`config.mk`:
```
export PLATFORM = sky130hd
export DESIGN_NAME = mesh_term_rx
export DESIGN_NICKNAME = d
export VERILOG_FILES = /design/src/rtl/Router_library.sv /design/src/rtl/term_rx_fifo.sv /design/src/rtl/mesh_term_rx.sv
export SDC_FILE = /design/constraint.sdc
export NUM_CORES = 1
export LEC_CHECK = 0
export BUFFER_PORTS_ARGS = -buffer_cell sky130_fd_sc_hd__buf_2
export CORE_UTILIZATION = 45
export CTS_BUF_LIST = sky130_fd_sc_hd__clkbuf_4
export DETAILED_ROUTE_END_ITERATION = 8
export GPL_TIMING_DRIVEN = 1
export PLACE_DENSITY = 0.69
export SLEW_MARGIN = 15
export SYNTH_ARGS = -nofsm -noshare
export SYNTH_HDL_FRONTEND = slang
export SYNTH_SLANG_ARGS = --single-unit
```
`constraint.sdc`:
```
create_clock -name clk -period 4.45 [get_ports clk]
set_clock_uncertainty 0.15 [all_clocks]
set_input_delay 0.89 -clock clk [delete_from_list [all_inputs] [get_ports clk]]
set_output_delay 0.89 -clock clk [all_outputs]
set_load 0.005 [all_outputs]
```
`src/rtl/Router_library.sv`:
```
// Shared mesh packet layout, destination-field extract helpers and terminal FSM state codes.
// Field offsets count down from the packet MSB so any packet width >= 17 bits decodes the same way.
package Router_library;

  localparam int MAX_PCKG_SZ     = 256;
  localparam int NXT_JMP_W       = 8;
  localparam int ROW_W           = 4;
  localparam int COL_W           = 4;
  localparam int NXT_JMP_MSB_OFS = 1;
  localparam int ROW_MSB_OFS     = 9;
  localparam int COL_MSB_OFS     = 13;
  localparam int MODE_OFS        = 17;

  localparam logic [1:0] ST_IDLE = 2'd0;
  localparam logic [1:0] ST_POP  = 2'd1;
  localparam logic [1:0] ST_WAIT = 2'd2;

  typedef logic [MAX_PCKG_SZ-1:0] pkt_ext_t;

  function automatic logic [ROW_W-1:0] get_dest_row(input pkt_ext_t pkt, input int sz);
    pkt_ext_t sh;
    sh = pkt >> (sz - ROW_MSB_OFS - ROW_W + 1);
    return sh[ROW_W-1:0];
  endfunction

  function automatic logic [COL_W-1:0] get_dest_col(input pkt_ext_t pkt, input int sz);
    pkt_ext_t sh;
    sh = pkt >> (sz - COL_MSB_OFS - COL_W + 1);
    return sh[COL_W-1:0];
  endfunction

endpackage

```
`src/rtl/term_rx_fifo.sv`:
```
// First-word fall-through receive buffer, zero-latency read of the head entry.
// Writes are refused when full and reads are ignored when empty; pointers wrap modulo depth.
module term_rx_fifo #(
  parameter int pckg_sz    = 32,
  parameter int fifo_depth = 8
) (
  input  logic                          clk,
  input  logic                          reset,
  input  logic                          wr_vld,
  input  logic [pckg_sz-1:0]            wr_dat,
  input  logic                          rd_rdy,
  output logic [pckg_sz-1:0]            rd_dat,
  output logic [$clog2(fifo_depth):0]   count,
  output logic                          full,
  output logic                          empty
);

  localparam int AW = $clog2(fifo_depth);
  localparam logic [AW:0] DEPTH_C = (AW+1)'(fifo_depth);

  logic [pckg_sz-1:0] mem [fifo_depth];
  logic [AW-1:0]      wptr;
  logic [AW-1:0]      rptr;
  logic               do_wr;
  logic               do_rd;

  assign full   = (count == DEPTH_C);
  assign empty  = (count == '0);
  assign do_wr  = wr_vld && !full;
  assign do_rd  = rd_rdy && !empty;
  assign rd_dat = mem[rptr];

  always_ff @(posedge clk) begin
    if (do_wr) mem[wptr] <= wr_dat;
  end

  always_ff @(posedge clk or negedge reset) begin
    if (!reset) begin
      wptr  <= '0;
      rptr  <= '0;
      count <= '0;
    end else begin
      if (do_wr) wptr <= wptr + 1'b1;
      if (do_rd) rptr <= rptr + 1'b1;
      case ({do_wr, do_rd})
        2'b10:   count <= count + 1'b1;
        2'b01:   count <= count - 1'b1;
        default: count <= count;
      endcase
    end
  end

endmodule

```
`src/rtl/mesh_term_rx.sv`:
```
// Mesh terminal receiver: pops the exit port at most once per 3 cycles, keeps packets addressed here.
// Pops only when the buffer has room, so a stalled consumer holds packets in the mesh instead of losing them.
module mesh_term_rx
  import Router_library::*;
#(
  parameter int         pckg_sz    = 32,
  parameter int         fifo_depth = 8,
  parameter logic [3:0] ROW_ID     = 4'd4,
  parameter logic [3:0] COL_ID     = 4'd5
) (
  input  logic               clk,
  input  logic               reset,
  input  logic               pndng,
  input  logic [pckg_sz-1:0] data_out,
  output logic               pop,
  output logic               rx_valid,
  output logic [pckg_sz-1:0] rx_data,
  input  logic               rx_ready,
  input  logic               clr_stats,
  output logic [15:0]        rx_count,
  output logic [15:0]        err_count,
  output logic               err_flag,
  output logic               fifo_full
);

  localparam int CNT_W = $clog2(fifo_depth) + 1;
  localparam logic [CNT_W-1:0] DEPTH_C = CNT_W'(fifo_depth);

  logic [1:0]       state;
  logic [1:0]       state_nxt;
  logic [CNT_W-1:0] fifo_count;
  logic             fifo_empty;
  pkt_ext_t         pkt_ext;
  logic             capture;
  logic             hit;
  logic             push;
  logic             misroute;

  always_comb begin
    pkt_ext = '0;
    pkt_ext[pckg_sz-1:0] = data_out;
  end

  // The exit port is only trusted on the last cycle of POP, when pop has been seen by the mesh.
  assign capture  = (state == ST_POP) && pndng;
  assign hit      = (get_dest_row(pkt_ext, pckg_sz) == ROW_ID) &&
                    (get_dest_col(pkt_ext, pckg_sz) == COL_ID);
  assign push     = capture && hit;
  assign misroute = capture && !hit;
  assign rx_valid = !fifo_empty;

  always_comb begin
    state_nxt = state;
    case (state)
      ST_IDLE: if (pndng && (fifo_count < DEPTH_C)) state_nxt = ST_POP;
      ST_POP:  state_nxt = ST_WAIT;
      ST_WAIT: state_nxt = ST_IDLE;
      default: state_nxt = ST_IDLE;
    endcase
  end

  always_ff @(posedge clk or negedge reset) begin
    if (!reset) begin
      state <= ST_IDLE;
      pop   <= 1'b0;
    end else begin
      state <= state_nxt;
      pop   <= (state_nxt == ST_POP);
    end
  end

  always_ff @(posedge clk or negedge reset) begin
    if (!reset) begin
      rx_count  <= '0;
      err_count <= '0;
      err_flag  <= 1'b0;
    end else if (clr_stats) begin
      rx_count  <= '0;
      err_count <= '0;
      err_flag  <= 1'b0;
    end else begin
      if (push && (rx_count != 16'hFFFF))      rx_count  <= rx_count + 16'd1;
      if (misroute && (err_count != 16'hFFFF)) err_count <= err_count + 16'd1;
      if (misroute)                            err_flag  <= 1'b1;
    end
  end

  term_rx_fifo #(
    .pckg_sz    (pckg_sz),
    .fifo_depth (fifo_depth)
  ) u_fifo (
    .clk    (clk),
    .reset  (reset),
    .wr_vld (push),
    .wr_dat (data_out),
    .rd_rdy (rx_ready),
    .rd_dat (rx_data),
    .count  (fifo_count),
    .full   (fifo_full),
    .empty  (fifo_empty)
  );

endmodule

```
* Yosys cells after proc, flatten, opt, wreduce, memory -nomap -nowiden
Memory sizes are Yosys's and may differ from the RTL's.
Index checks and enable logic that the tools add are counted.
** Storage, ports and cells
- Register bits after elaboration :: 46
- Bits in latches :: 0
- Memory bits (writable) :: 256
- Bits in read-only memories :: 0
- Bits of input ports :: 37
- Output and inout port bits :: 68
- Word-level logic and storage cells :: 54
- Memories :: 1
** Memory list
- u_fifo.mem :: depth 8, width 32, read ports 1, clocked after Yosys merged registers in 0, wr ports 1, RTL line term_rx_fifo.sv:21 : logic [pckg_sz-1:0] mem [fifo_depth];
** Cells by class
- Add/subtract/negate cells :: 6
- Multipliers :: 0
- Divide/modulo/power cells :: 0
- $lt $le $gt $ge :: 1
- Equality and inequality tests :: 9
- Shift-type cells :: 0
- Muxes and demuxes :: 11
- Bitwise logic cells :: 0
- Reductions and logical operators :: 18
** Operators with widths (number)
- $mux W16 :: 4
- $add A16 B1 Y16 const B :: 2
- $ne A16 B16 Y1 const B :: 2
- $logic_and A1 B1 Y1 :: 9
- $eq A4 B3 Y1 const B :: 2
- $pmux W4 S2 :: 1
- $reduce_bool A2 Y1 :: 4
- $add A3 B1 Y3 const B :: 2
- $eq A2 B1 Y1 const B :: 3
- $add A4 B1 Y4 const B :: 1
- $eq A4 B4 Y1 const B :: 1
- $logic_not A4 Y1 :: 1
- $lt A4 B4 Y1 const B :: 1
- $mux W1 :: 4
- $pmux W2 S2 :: 1
- $sub A4 B1 Y4 const B :: 1
- $logic_not A1 Y1 :: 3
- $eq A2 B2 Y1 const B :: 1
- $logic_not A2 Y1 :: 1
- $mux W2 :: 1

* Logic depth before layout (Yosys ltp)
- Depth in word-level cells :: 7
- Gate-level depth with buffers :: 12
- Depth with buffers taken out :: 11

* Modules after synthesis
Synthesis repeated with hierarchy kept, for this count alone.
** Second synthesis, totals
- Cells, all modules :: 664
- Area, all modules :: 12403.1 um^2
** Modules (own cells, without submodules)
- term_rx_fifo :: times used 1, cells an instance 437, area an instance 10348.7 um^2, sequential area each 7937.6 um^2
- mesh_term_rx :: times used 1, cells an instance 227, area an instance 2054.5 um^2, sequential area each 900.9 um^2

* Worst setup path after synthesis
No wires, ideal clock.
- Kind :: input to register
- Start :: in data_out[21]
- End :: mem u_fifo.mem[1][0] (enable)
- Library setup time :: 0.461 ns
- Arrival :: 4.171 ns
- Required time :: 3.839 ns
- Slack :: -0.332 ns
- Cell stages on the path :: 6
- Path buffers :: 1
- Path through :: nor4b_4 nand4_4 buf_2 nor2_1 nand2_1 nor3_1
** Between the ends
- Cells in the longest elaborated chain, start to end :: 6
** RTL lines
- start: declaration :: RTL line mesh_term_rx.sv:14 : input logic [pckg_sz-1:0] data_out,
- $eq A4 B3 Y1 :: RTL line mesh_term_rx.sv:46 : assign hit = (get_dest_row(pkt_ext, pckg_sz) == ROW_ID) &&
- $logic_and A1 B1 Y1 :: RTL line mesh_term_rx.sv:46
- $logic_and A1 B1 Y1 :: RTL line mesh_term_rx.sv:48 : assign push = capture && hit;
- $logic_and A1 B1 Y1 :: RTL line term_rx_fifo.sv:29 : assign do_wr = wr_vld && !full;
- $mux W1 :: RTL line term_rx_fifo.sv:34 : if (do_wr) mem[wptr] <= wr_dat;
- $mux W1 (implied by the code) :: RTL line term_rx_fifo.sv:34
- end: declaration :: RTL line term_rx_fifo.sv:21
No other way between the ends.

* Worst setup path in the final report
- Start :: reg u_fifo.rptr[1]
- End :: out rx_data[13]
** Between the ends
- Cells in the longest elaborated chain, start to end :: 1
** RTL lines
- start: declaration :: RTL line term_rx_fifo.sv:23 : logic [AW-1:0] rptr;
- start signal: assignment :: RTL line term_rx_fifo.sv:44 : if (do_rd) rptr <= rptr + 1'b1;
- $mem_v2 Z8 W32
- end: declaration :: RTL line mesh_term_rx.sv:17 : output logic [pckg_sz-1:0] rx_data,
No other way between the ends.

==> impl_results.md <==
* Antenna violations before repair at 2
* Die area at 27,540 um^2
* Syn-to-layout area delta at 16.23%
* Crit-path slowest cell: dfrtp_2
* Clk buf depth at 3
* Commonest cells post-synth: 256 x edfxtp_1, 64 x mux4_2, 46 x dfrtp_1, 44 x nor2_1, 33 x mux2_2
* Synthesized area per cell at approximately 19 um^2
* Number of global-route vias before repair at 6,926
* DP HPWL at 13.96 mm
* Final Hold Fails at 0
* Core area at 26,210 um^2
* RR Startpoint: state[0]
* Vias per inst at approximately 5.4
* Routed len/inst at between 15 and 20 um
* H-tree levels at 3
* Detailed-route DRC error count at 16
* Crit Path Class: reg2out
* DR pass1 iterations at 6
* Startpoint Class: flip-flop
* Crit. End Element: output port
* Worst slew margin at between 30 and 40%
* Pins over their slew limit at 0
* ANT nets after route at 0
* Max incr delay on CP at approximately 1100 ps
* Number of CTS-inserted buffers at 74
* # rows at roughly 60
* Most frequent cell after synthesis: edfxtp_1
* Violated checks: design-rule violations
* GRT overflow at 0
* Post-CTS sizing at 0
* Layout cells sized above 1 at a little over two fifths
* R2R depth at 11
* Final core occ at a little over half
* Post-synthesis net count at around 670
* Max Freq at 247.9 MHz
* Worst-path maximum fanout at 41
* Chip height at roughly 170 um
* Max VDD drop at approximately 0.23 mV
* Synth area leader: edfxtp_1
* First-pass GRT wire length at around 37 mm
* I/O Pins at 105
* Worst EP arrival at 2990 ps
* Placer Congestion at 0.8387
* Top-area cell type share of the netlist area at 63.55%
* Clock Latency Late Sink at about 640 ps
* #FFs+latches synth at between 300 and 400
* Synth Warn # at 0
* Unique masters post-synth at 48
* Hold Crit Class: in2async
* Pwr/cell area at approximately 510 nW/um^2
* Initial core utilization at between 40 and 50%
* Clock Pin Slew Worst Setup and Hold Paths at 70 ps
* Final Cycle Share at about nine tenths
* Width of the die at roughly 170 um
* WP data required at around 3400 ps
* Post-synthesis sequential area ratio at about three quarters
* Pleak at roughly 5 nW
* Post-synthesis instance total at ~630
* EDFF count, synth at roughly 260
* RR Endpoint: u_fifo.count[2]
* Most used DFF post-synth: edfxtp_1
* Initial DRC count at roughly 430
* CTS tree: built
* Post-CTS Setup Bufs at 0
* IO buf count at ~100
* Clk root buf: clkbuf_4
* Total of max-cap violations at 0
* Total number of vias at between 6,000 and 7,000
* Fillcell total at roughly 2,100
* Status: finished, violations left
* Hold buffers post-CTS at 0
* Worst slew pin tran at about 1000 ps
* Sinks on Clock Net at 302
* Largest net degree at the start of global routing at 47
* Total negative slack at 0 ps
* RSZ-0062 raised after global routing: no
* CP cell instances: buf_4, mux4_2, mux2_2, buf_2
* Synthesized cell area at 12,100 um^2
* GRT Total Usage at between 10% and 20%
* Largest cells by area after synthesis: edfxtp_1 64%, mux4_2 12%, dfrtp_1 9.5%, mux2_2 3.1%, xnor2_1 1.4%
* Nets at between 800 and 900
* Count of final setup violators at 0
* WHS at 269.5 ps
* Fin crit period at about 4000 ps
* Wirelength, routed at approximately 23 mm
* Reg2Reg Setup Slack at 1600 ps
* Ys async rst share at approximately 15%
-- layer usage --
layer / vias up / part of all wire (%) / GRT usage [%]
li1: 2878 / - / -
met1: 3313 / 42 / 21.68
met2: 184 / 51 / 29.81
met3: 27 / 5.4 / 4.814
met4: 0 / 1.2 / 6.258
met5: - / 0 / 0
-- state kept, by name (all words and copies together) (netlist names) --
| signal | cells |
|---|---|
| u_fifo.mem | 256 |
| err_count | 16 |
| rx_count | 16 |
| u_fifo.count | 4 |
| u_fifo.rptr | 3 |
| u_fifo.wptr | 3 |
| state | 2 |
| err_flag | 1 |
| pop | 1 |
-- per-stage QoR --
stage	power (W)	std cells	instance area (um^2)	worst slack, ps
global route	0.007529	1174	14060	242.2
global placement	0.004975	1052	13140	872.1
detailed placement	0.005024	1052	13140	746.9
CTS	0.007275	1173	14050	310.9
floorplan	0.004458	625	12110	523.8
finish	0.007143	1175	14060	415.5
-- final cells by class --
cell class	instances	area, um^2	area share [%]
sequential	302	8845	62.91
multi-input combinational	290	3183	22.64
clock inverter	16	130.1	0.9255
clock buffer	105	788.3	5.606
timing repair buffer	118	663.1	4.717
tap	335	419.2	2.981
antenna	2	5.005	0.03560
inverter	7	26.28	0.1869
-- kinds of logic (layout without fill, tap and decap cells) --
kind of cell	count (synthesis)	after routing	synth area share (%)
adders and majority gates	7	7	0.7240
muxes	102	102	15.49
and+or+nand+nor	137	137	6.609
DFF	302	302	73.07
buffers and inverters	33	246	1.179
AOI/OAI and AO/OA	12	12	0.6102
other	0	2	0
xor gates and xnor gates	32	32	2.317
-- where the power goes --
group	switching, W	internal (W)	total [W]
logic	0.000580	0.000957	0.00154
clock network	0.00102	0.00120	0.00222
registers	0.000267	0.00312	0.00338
total	0.00187	0.00527	0.00714
-- how the worst max path moves through the flow --
stage                              start  depth (start not counted)  slack, ps          endpoint
after floorplan             data_out[21]                          6        520  u_fifo.mem[7][0]
after global placement      data_out[21]                         12        870   u_fifo.count[2]
after detailed placement    data_out[21]                         12        750   u_fifo.count[2]
after CTS                 u_fifo.rptr[1]                          4        310        rx_data[5]
after global routing      u_fifo.rptr[1]                          4        240       rx_data[22]
final                     u_fifo.rptr[1]                          4        420       rx_data[13]
-- critical path, delay by kind of cell (launching register included) --
family	cells	cell delay (ps)
buffers and inverters	2	630
flip-flops	1	1050
multiplexers	2	680
-- cells in the final DEF (no fill, tap or decap), drive strengths merged, types with 4 or more instances in the layout --
| cell type | count |
|---|---|
| xor2 | 12 |
| and3 | 4 |
| nor4 | 10 |
| a21oi | 5 |
| nand3 | 16 |
| xnor2 | 20 |
| nand2 | 19 |
| dfrtp | 46 |
| edfxtp | 256 |
| or4 | 6 |
| clkinv | 11 |
| nand4 | 11 |
| inv | 7 |
| buf | 118 |
| nor3 | 7 |
| nor4b | 5 |
| ha | 7 |
| nor2 | 44 |
| mux4 | 64 |
| clkbuf | 105 |
| mux2 | 36 |
No activity file was read; power rests on OpenSTA's default activity.
